**src/rtl/bcd_display_counter_if.sv**
```systemverilog
// Control and display bundle for bcd_display_counter.
// master drives tick/controls; slave returns count and display lines.
interface bcd_display_counter_if;
  logic        tick_in;
  logic        en;
  logic        up_dn;
  logic        clear;
  logic [15:0] bcd_value;
  logic        wrap;
  logic [3:0]  an;
  logic [6:0]  seg;

  modport master (
    output tick_in, en, up_dn, clear,
    input  bcd_value, wrap, an, seg
  );

  modport slave (
    input  tick_in, en, up_dn, clear,
    output bcd_value, wrap, an, seg
  );
endinterface

```
**src/rtl/bcd_display_counter.sv**
```systemverilog
// 4-digit BCD up/down counter stepped by a synchronized tick, with muxed 7-seg.
// Optional LEADING_ZERO_BLANK_EN blanks leading zero digits above d0.
module bcd_display_counter #(
  parameter int SCAN_DIV    = 50000,
  parameter int SYNC_STAGES = 2
) (
  input  logic               clk_intput,
  input  logic               rst,
  bcd_display_counter_if.slave bus
);

  localparam int CW = $clog2(SCAN_DIV);
  localparam logic [CW-1:0] SCAN_LAST = CW'(SCAN_DIV - 1);

  function automatic logic [15:0] bcd_inc(input logic [15:0] v);
    logic [15:0] r;
    logic        c;
    r = v;
    c = 1'b1;
    for (int i = 0; i < 4; i++) begin
      if (c) begin
        if (v[i*4 +: 4] == 4'd9) begin
          r[i*4 +: 4] = 4'd0;
        end else begin
          r[i*4 +: 4] = v[i*4 +: 4] + 4'd1;
          c = 1'b0;
        end
      end
    end
    return r;
  endfunction

  function automatic logic [15:0] bcd_dec(input logic [15:0] v);
    logic [15:0] r;
    logic        b;
    r = v;
    b = 1'b1;
    for (int i = 0; i < 4; i++) begin
      if (b) begin
        if (v[i*4 +: 4] == 4'd0) begin
          r[i*4 +: 4] = 4'd9;
        end else begin
          r[i*4 +: 4] = v[i*4 +: 4] - 4'd1;
          b = 1'b0;
        end
      end
    end
    return r;
  endfunction

  function automatic logic [6:0] seg_of(input logic [3:0] d);
    logic [6:0] s;
    case (d)
      4'd0:    s = 7'h3F;
      4'd1:    s = 7'h06;
      4'd2:    s = 7'h5B;
      4'd3:    s = 7'h4F;
      4'd4:    s = 7'h66;
      4'd5:    s = 7'h6D;
      4'd6:    s = 7'h7D;
      4'd7:    s = 7'h07;
      4'd8:    s = 7'h7F;
      4'd9:    s = 7'h6F;
      default: s = 7'h00;
    endcase
    return s;
  endfunction

  logic [SYNC_STAGES-1:0] sync_q;
  logic [SYNC_STAGES-1:0] fill_q;
  logic                   hist_q;
  logic                   evt_q;
  logic                   last;
  logic                   last_ok;

  assign last    = sync_q[SYNC_STAGES-1];
  assign last_ok = fill_q[SYNC_STAGES-1];

  // History reads as high until the chain holds post-reset samples,
  // so a tick already high at release is not taken as an edge.
  always_ff @(posedge clk_intput) begin
    if (rst) begin
      sync_q <= '0;
      fill_q <= '0;
      hist_q <= 1'b0;
      evt_q  <= 1'b0;
    end else begin
      sync_q <= {sync_q[SYNC_STAGES-2:0], bus.tick_in};
      fill_q <= {fill_q[SYNC_STAGES-2:0], 1'b1};
      hist_q <= last_ok ? last : 1'b1;
      evt_q  <= last_ok & last & ~hist_q;
    end
  end

  logic [15:0] bcd_q;
  logic        wrap_q;

  always_ff @(posedge clk_intput) begin
    if (rst) begin
      bcd_q  <= '0;
      wrap_q <= 1'b0;
    end else if (bus.clear) begin
      bcd_q  <= '0;
      wrap_q <= 1'b0;
    end else if (evt_q && bus.en && bus.up_dn) begin
      bcd_q  <= bcd_inc(bcd_q);
      wrap_q <= (bcd_q == 16'h9999);
    end else if (evt_q && bus.en) begin
      bcd_q  <= bcd_dec(bcd_q);
      wrap_q <= (bcd_q == 16'h0000);
    end else begin
      wrap_q <= 1'b0;
    end
  end

  logic [CW-1:0] scan_q;
  logic [1:0]    idx_q;
  logic [3:0]    an_q;
  logic [6:0]    seg_q;
  logic [3:0]    digit;
  logic          blank;

  assign digit = bcd_q[{idx_q, 2'b00} +: 4];

`ifdef LEADING_ZERO_BLANK_EN
  logic [3:0] lz;
  assign lz[3] = (bcd_q[15:12] == 4'd0);
  assign lz[2] = lz[3] & (bcd_q[11:8] == 4'd0);
  assign lz[1] = lz[2] & (bcd_q[7:4] == 4'd0);
  assign lz[0] = 1'b0;
  assign blank = lz[idx_q];
`else
  assign blank = 1'b0;
`endif

  always_ff @(posedge clk_intput) begin
    if (rst) begin
      scan_q <= '0;
      idx_q  <= 2'd0;
      an_q   <= 4'b1111;
      seg_q  <= 7'b1111111;
    end else begin
      if (scan_q == SCAN_LAST) begin
        scan_q <= '0;
        idx_q  <= idx_q + 2'd1;
      end else begin
        scan_q <= scan_q + 1'b1;
      end
      an_q  <= ~(4'b0001 << idx_q);
      seg_q <= blank ? 7'b1111111 : ~seg_of(digit);
    end
  end

  assign bus.bcd_value = bcd_q;
  assign bus.wrap      = wrap_q;
  assign bus.an        = an_q;
  assign bus.seg       = seg_q;

endmodule

```
**src/flat_wrapper.sv**
```systemverilog
// flat-port wrapper written by rule: the top's interface ports become plain ports
module bcd_display_counter_flat 
#(
  parameter int SCAN_DIV    = 50000,
  parameter int SYNC_STAGES = 2
)
  (clk_intput, rst, bus_tick_in, bus_en, bus_up_dn, bus_clear, bus_bcd_value, bus_wrap, bus_an, bus_seg);
  bcd_display_counter_if bus_i ();
  input  logic clk_intput;
  input  logic rst;
  input wire logic [$bits(bus_i.tick_in)-1:0] bus_tick_in;
  input wire logic [$bits(bus_i.en)-1:0] bus_en;
  input wire logic [$bits(bus_i.up_dn)-1:0] bus_up_dn;
  input wire logic [$bits(bus_i.clear)-1:0] bus_clear;
  output wire logic [$bits(bus_i.bcd_value)-1:0] bus_bcd_value;
  output wire logic [$bits(bus_i.wrap)-1:0] bus_wrap;
  output wire logic [$bits(bus_i.an)-1:0] bus_an;
  output wire logic [$bits(bus_i.seg)-1:0] bus_seg;
  assign bus_i.tick_in = bus_tick_in;
  assign bus_i.en = bus_en;
  assign bus_i.up_dn = bus_up_dn;
  assign bus_i.clear = bus_clear;
  assign bus_bcd_value = bus_i.bcd_value;
  assign bus_wrap = bus_i.wrap;
  assign bus_an = bus_i.an;
  assign bus_seg = bus_i.seg;
  bcd_display_counter #(.SCAN_DIV(SCAN_DIV), .SYNC_STAGES(SYNC_STAGES)) u_core (.clk_intput(clk_intput), .rst(rst), .bus(bus_i));
endmodule
```
**config.mk**
```make
export PLATFORM = sky130hd
export DESIGN_NAME = bcd_display_counter_flat
export DESIGN_NICKNAME = d
export VERILOG_FILES = /design/src/rtl/bcd_display_counter_if.sv /design/src/rtl/bcd_display_counter.sv /design/src/flat_wrapper.sv
export SDC_FILE = /design/constraint.sdc
export NUM_CORES = 1
export LEC_CHECK = 0
export CAP_MARGIN = 20
export CORE_ASPECT_RATIO = 2
export CORE_UTILIZATION = 55
export DETAILED_ROUTE_END_ITERATION = 6
export DONT_BUFFER_PORTS = 1
export PLACE_DENSITY = 0.72
export SETUP_SLACK_MARGIN = 0.05
export SYNTH_ARGS = -nofsm -noshare
export SYNTH_HDL_FRONTEND = slang
export SYNTH_SLANG_ARGS = --single-unit
export TNS_END_PERCENT = 100
```
**constraint.sdc**
```tcl
create_clock -name clk_intput -period 2.1 [get_ports clk_intput]
set_input_delay 0 -clock clk_intput [delete_from_list [all_inputs] [get_ports clk_intput]]
set_output_delay 0 -clock clk_intput [all_outputs]
set_load 0.1 [all_outputs]
```
==> flow_summary.toml <==
[outcome]
status = "finished, final reports clean"

[cells_and_area]
fin_nets = 384
seqCellArea_um2 = 1080
antenna_cells = 0
n_fill_cell = 388
syn_to_final_growth_pct = 17.04
drive_above_1_share_pct = 21.68
multi_input_comb_area_um2 = 1643
fin_area_um2 = 3326

[synth]
ys_ff_latch = 52
async_reset_ff_share_pct = 0
synth_nets = 356
synth.distinct_cells = 56
synth_edf_count = 0
synth_cells = 340
synth_ff_type = "dfxtp_1"
ys_seq_area_share_pct = 36.64
syn_area_um2 = 2841
synth.yosys.warnings = 0
syn_avg_cell_area_um2 = 8.357

[cts]
tritoncts = "done"
numCtsBuffers = 5
cts.htree.levels = 2
clk_path_buf_depth = 2
clkTransAtPathRegs_ns = 0.09
clock-root-buffer = "clkbuf_8"
clock_latency_ns = 0.30
cts_num_sinks = 52

[power_and_ir_drop]
power_mw = 1.798
p_switching_mw = 0.4340
p_int_mw = 1.364
power.density_nw_per_um2 = 540.8
comb_power_share_pct = 6.3
netSwitchingFraction_pct = 24.13
p_seq_share_pct = 56.1
p_clk_share_pct = 37.6
p_leak_nw = 1.225
ir_worst_vdd_v = 0.0006776

[die]
dieHeight_um = 103.7
core_area_um2 = 4910
die_area_um2 = 5475
die_w_um = 52.83
initial_core_util_pct = 57.87
ios = 34
num_rows = 36

[worst_setup_path]
critical_path_class = "reg -> reg"
cp.arrival_ns = 2.22
cp_max_fo = 9
crit_required_ns = 2.32
crit_path_end_kind = "register"
worstSetupStartpointType = "register"

[timing]
fmax_mhz = 499.7
setup_viol = 0
fin_crit_sh_pct = 95.29
rsz0062_at_grt = "yes"
finalHoldViolCount = 0
drv_slew = 0
fin_skew_ns = 0.002110
period_needed_ns = 2.001
slew_headroom_pct = 38.12
whs_ns = 0.04188
fin_setup_tns_ns = 0
worst_pin_slew_ns = 0.9269

[global_route]
grt_max_degree = 17
grt_pass1_wl_um = 11320
overflow = 0
grt_pass1_vias = 2537
grt.total_usage_pct = 27.19
antenna_found_initial = 0

[drt]
drtPass1Iterations = 4
antenna_left = 0
wl_per_cell_um = 16.92
routed_wl_um = 7208
drt_iter0_drc = 82
drcViolationCount = 0
vias = 2604
via_per_inst = 6.113

[place]
dp_hpwl_um = 5217
place_area_um2 = 3146
io_buffer_count = 0
gp_congestion = 0.8741

[run]
maxCapViolCount = 0

[worst_hold_path]
min-delay-path-class = "in -> reg"
==> placed cells by master, fill, tap and decap left out, types with 3 or more instances in the layout <==
cell	count
a211o_1	3
a21oi_1	19
a221oi_1	3
a22oi_1	3
and2_1	3
and3_1	3
buf_4	42
clkbuf_8	6
dfxtp_1	37
dfxtp_2	7
dfxtp_4	8
dlygate4sd3_1	4
ha_1	10
inv_1	16
mux2i_1	3
mux4_2	4
nand2_1	25
nand2b_1	5
nand3_1	14
nand4_1	5
nand4b_1	3
nor2_1	37
nor2b_1	6
nor3_1	8
nor4_1	4
nor4b_1	3
o21ai_0	13
o221ai_1	3
o22ai_1	3
o31ai_1	3
or2_2	4
or3_1	5
or4_4	4
xnor2_1	18
==> flip-flops by register name, indices dropped and copies added, names as in the netlist <==
signal / flops
u_core.bus.seg: 7
u_core.hist_q: 1
u_core.bus.wrap: 1
u_core.fill_q: 2
u_core.sync_q: 2
u_core.bus.bcd_value: 16
u_core.bus.an: 4
u_core.idx_q: 2
u_core.evt_q: 1
u_core.scan_q: 16
==> worst max-delay path, cell delays in order (launching register included) <==
cell      delay [ns]
dfxtp_4         0.35
or4_4           0.53
or4_4           0.56
a22o_1          0.25
a211oi_1        0.22
==> cells in the mapped netlist (4+ instances only) <==
library cell	count	area [um^2]
or4_1	5	37.54
nand2_1	25	93.84
nand2b_1	5	31.28
nand4_1	5	31.28
dfxtp_1	52	1041
clkbuf_1	20	75.07
or2_2	4	25.02
nor2b_1	6	37.54
mux4_2	4	90.09
nor2_1	37	138.9
ha_1	10	125.1
nand3_1	14	70.07
xnor2_1	18	157.7
a21oi_1	19	95.09
o21ai_0	13	65.06
nor4_1	4	25.02
inv_1	16	60.06
or3_1	5	31.28
nor3_1	8	40.04
==> logic make-up after synthesis <==
| kind of cell | after synthesis | synth area share [%] |
|---|---|---|
| fa+ha+maj | 10 | 4.403 |
| mux | 7 | 4.227 |
| xor+xnor | 19 | 5.856 |
| buf+inv | 41 | 6.120 |
| compound gates | 70 | 16.34 |
| simple gates | 141 | 26.42 |
| flops | 52 | 36.64 |
==> timing repair <==
action / in CTS / in global routing
endpoints found under the setup margin: 14 / 3
endpoints found under the hold margin: 28 / 0
cloned: 0 / 0
buffers inserted: 0 / 2
gates resized for setup: 2 / 0
hold buffers: 4 / 0
pin swaps: 0 / 1
==> layout make-up <==
| class | instances | area share [%] |
|---|---|---|
| multi-input cells | 247 | 49.40 |
| flip-flops and latches | 52 | 32.47 |
| repair buffers | 46 | 10.68 |
| clock buffers | 7 | 3.236 |
| well taps | 57 | 2.144 |
| inverters | 16 | 1.806 |
| clock inverters | 1 | 0.2634 |
==> power by group through the flow <==
stage / Clock [mW] / Combinational, mW / Sequential [mW]
after floorplan: 0 / 0.0431 / 1.08
after global placement: 0 / 0.100 / 1.03
after detailed placement: 0 / 0.101 / 1.03
after CTS: 0.681 / 0.114 / 1.01
after global routing: 0.720 / 0.120 / 1.01
final: 0.676 / 0.114 / 1.01
==> worst paths after layout <==
kind | slack [ns] | endpoint | cells past startpoint | startpoint
worst max register to register | 0.1 | u_core.bus.bcd_value[13]$_SDFFE_PP0P_ | 4 | u_core.bus.bcd_value[10]$_SDFFE_PP0P_
worst max-delay path | 0.1 | u_core.bus.bcd_value[13]$_SDFFE_PP0P_ | 4 | u_core.bus.bcd_value[10]$_SDFFE_PP0P_
worst min-delay path | 0.04 | u_core.bus.bcd_value[1]$_SDFFE_PP0P_ | 4 | bus_up_dn
worst min register to register | 0.42 | u_core.evt_q$_SDFF_PP0_ | 1 | u_core.hist_q$_SDFF_PP0_
==> through the flow <==
| step | util (%) | std cells | setup slack (ns) |
|---|---|---|---|
| 4_1_cts | 67.43 | 424 | 0.1010 |
| 6_report | 67.74 | 426 | 0.09884 |
| 3_3_place_gp | 64.07 | 412 | 0.06515 |
| 5_1_grt | 67.74 | 426 | 0.04701 |
| 2_1_floorplan | - | 340 | -0.01754 |
| 3_5_place_dp | 64.07 | 412 | -0.004041 |
==> layer usage <==
| layer | GRT usage (%) | vias up | routed length (um) |
|---|---|---|---|
| li1 | - | 1264 | - |
| met1 | 25.97 | 1242 | 2557 |
| met2 | 50.72 | 78 | 4103 |
| met3 | 4.112 | 20 | 291 |
| met4 | 14.85 | 0 | 255 |
| met5 | 0 | - | 0 |
(Power assumes the default switching activity.)
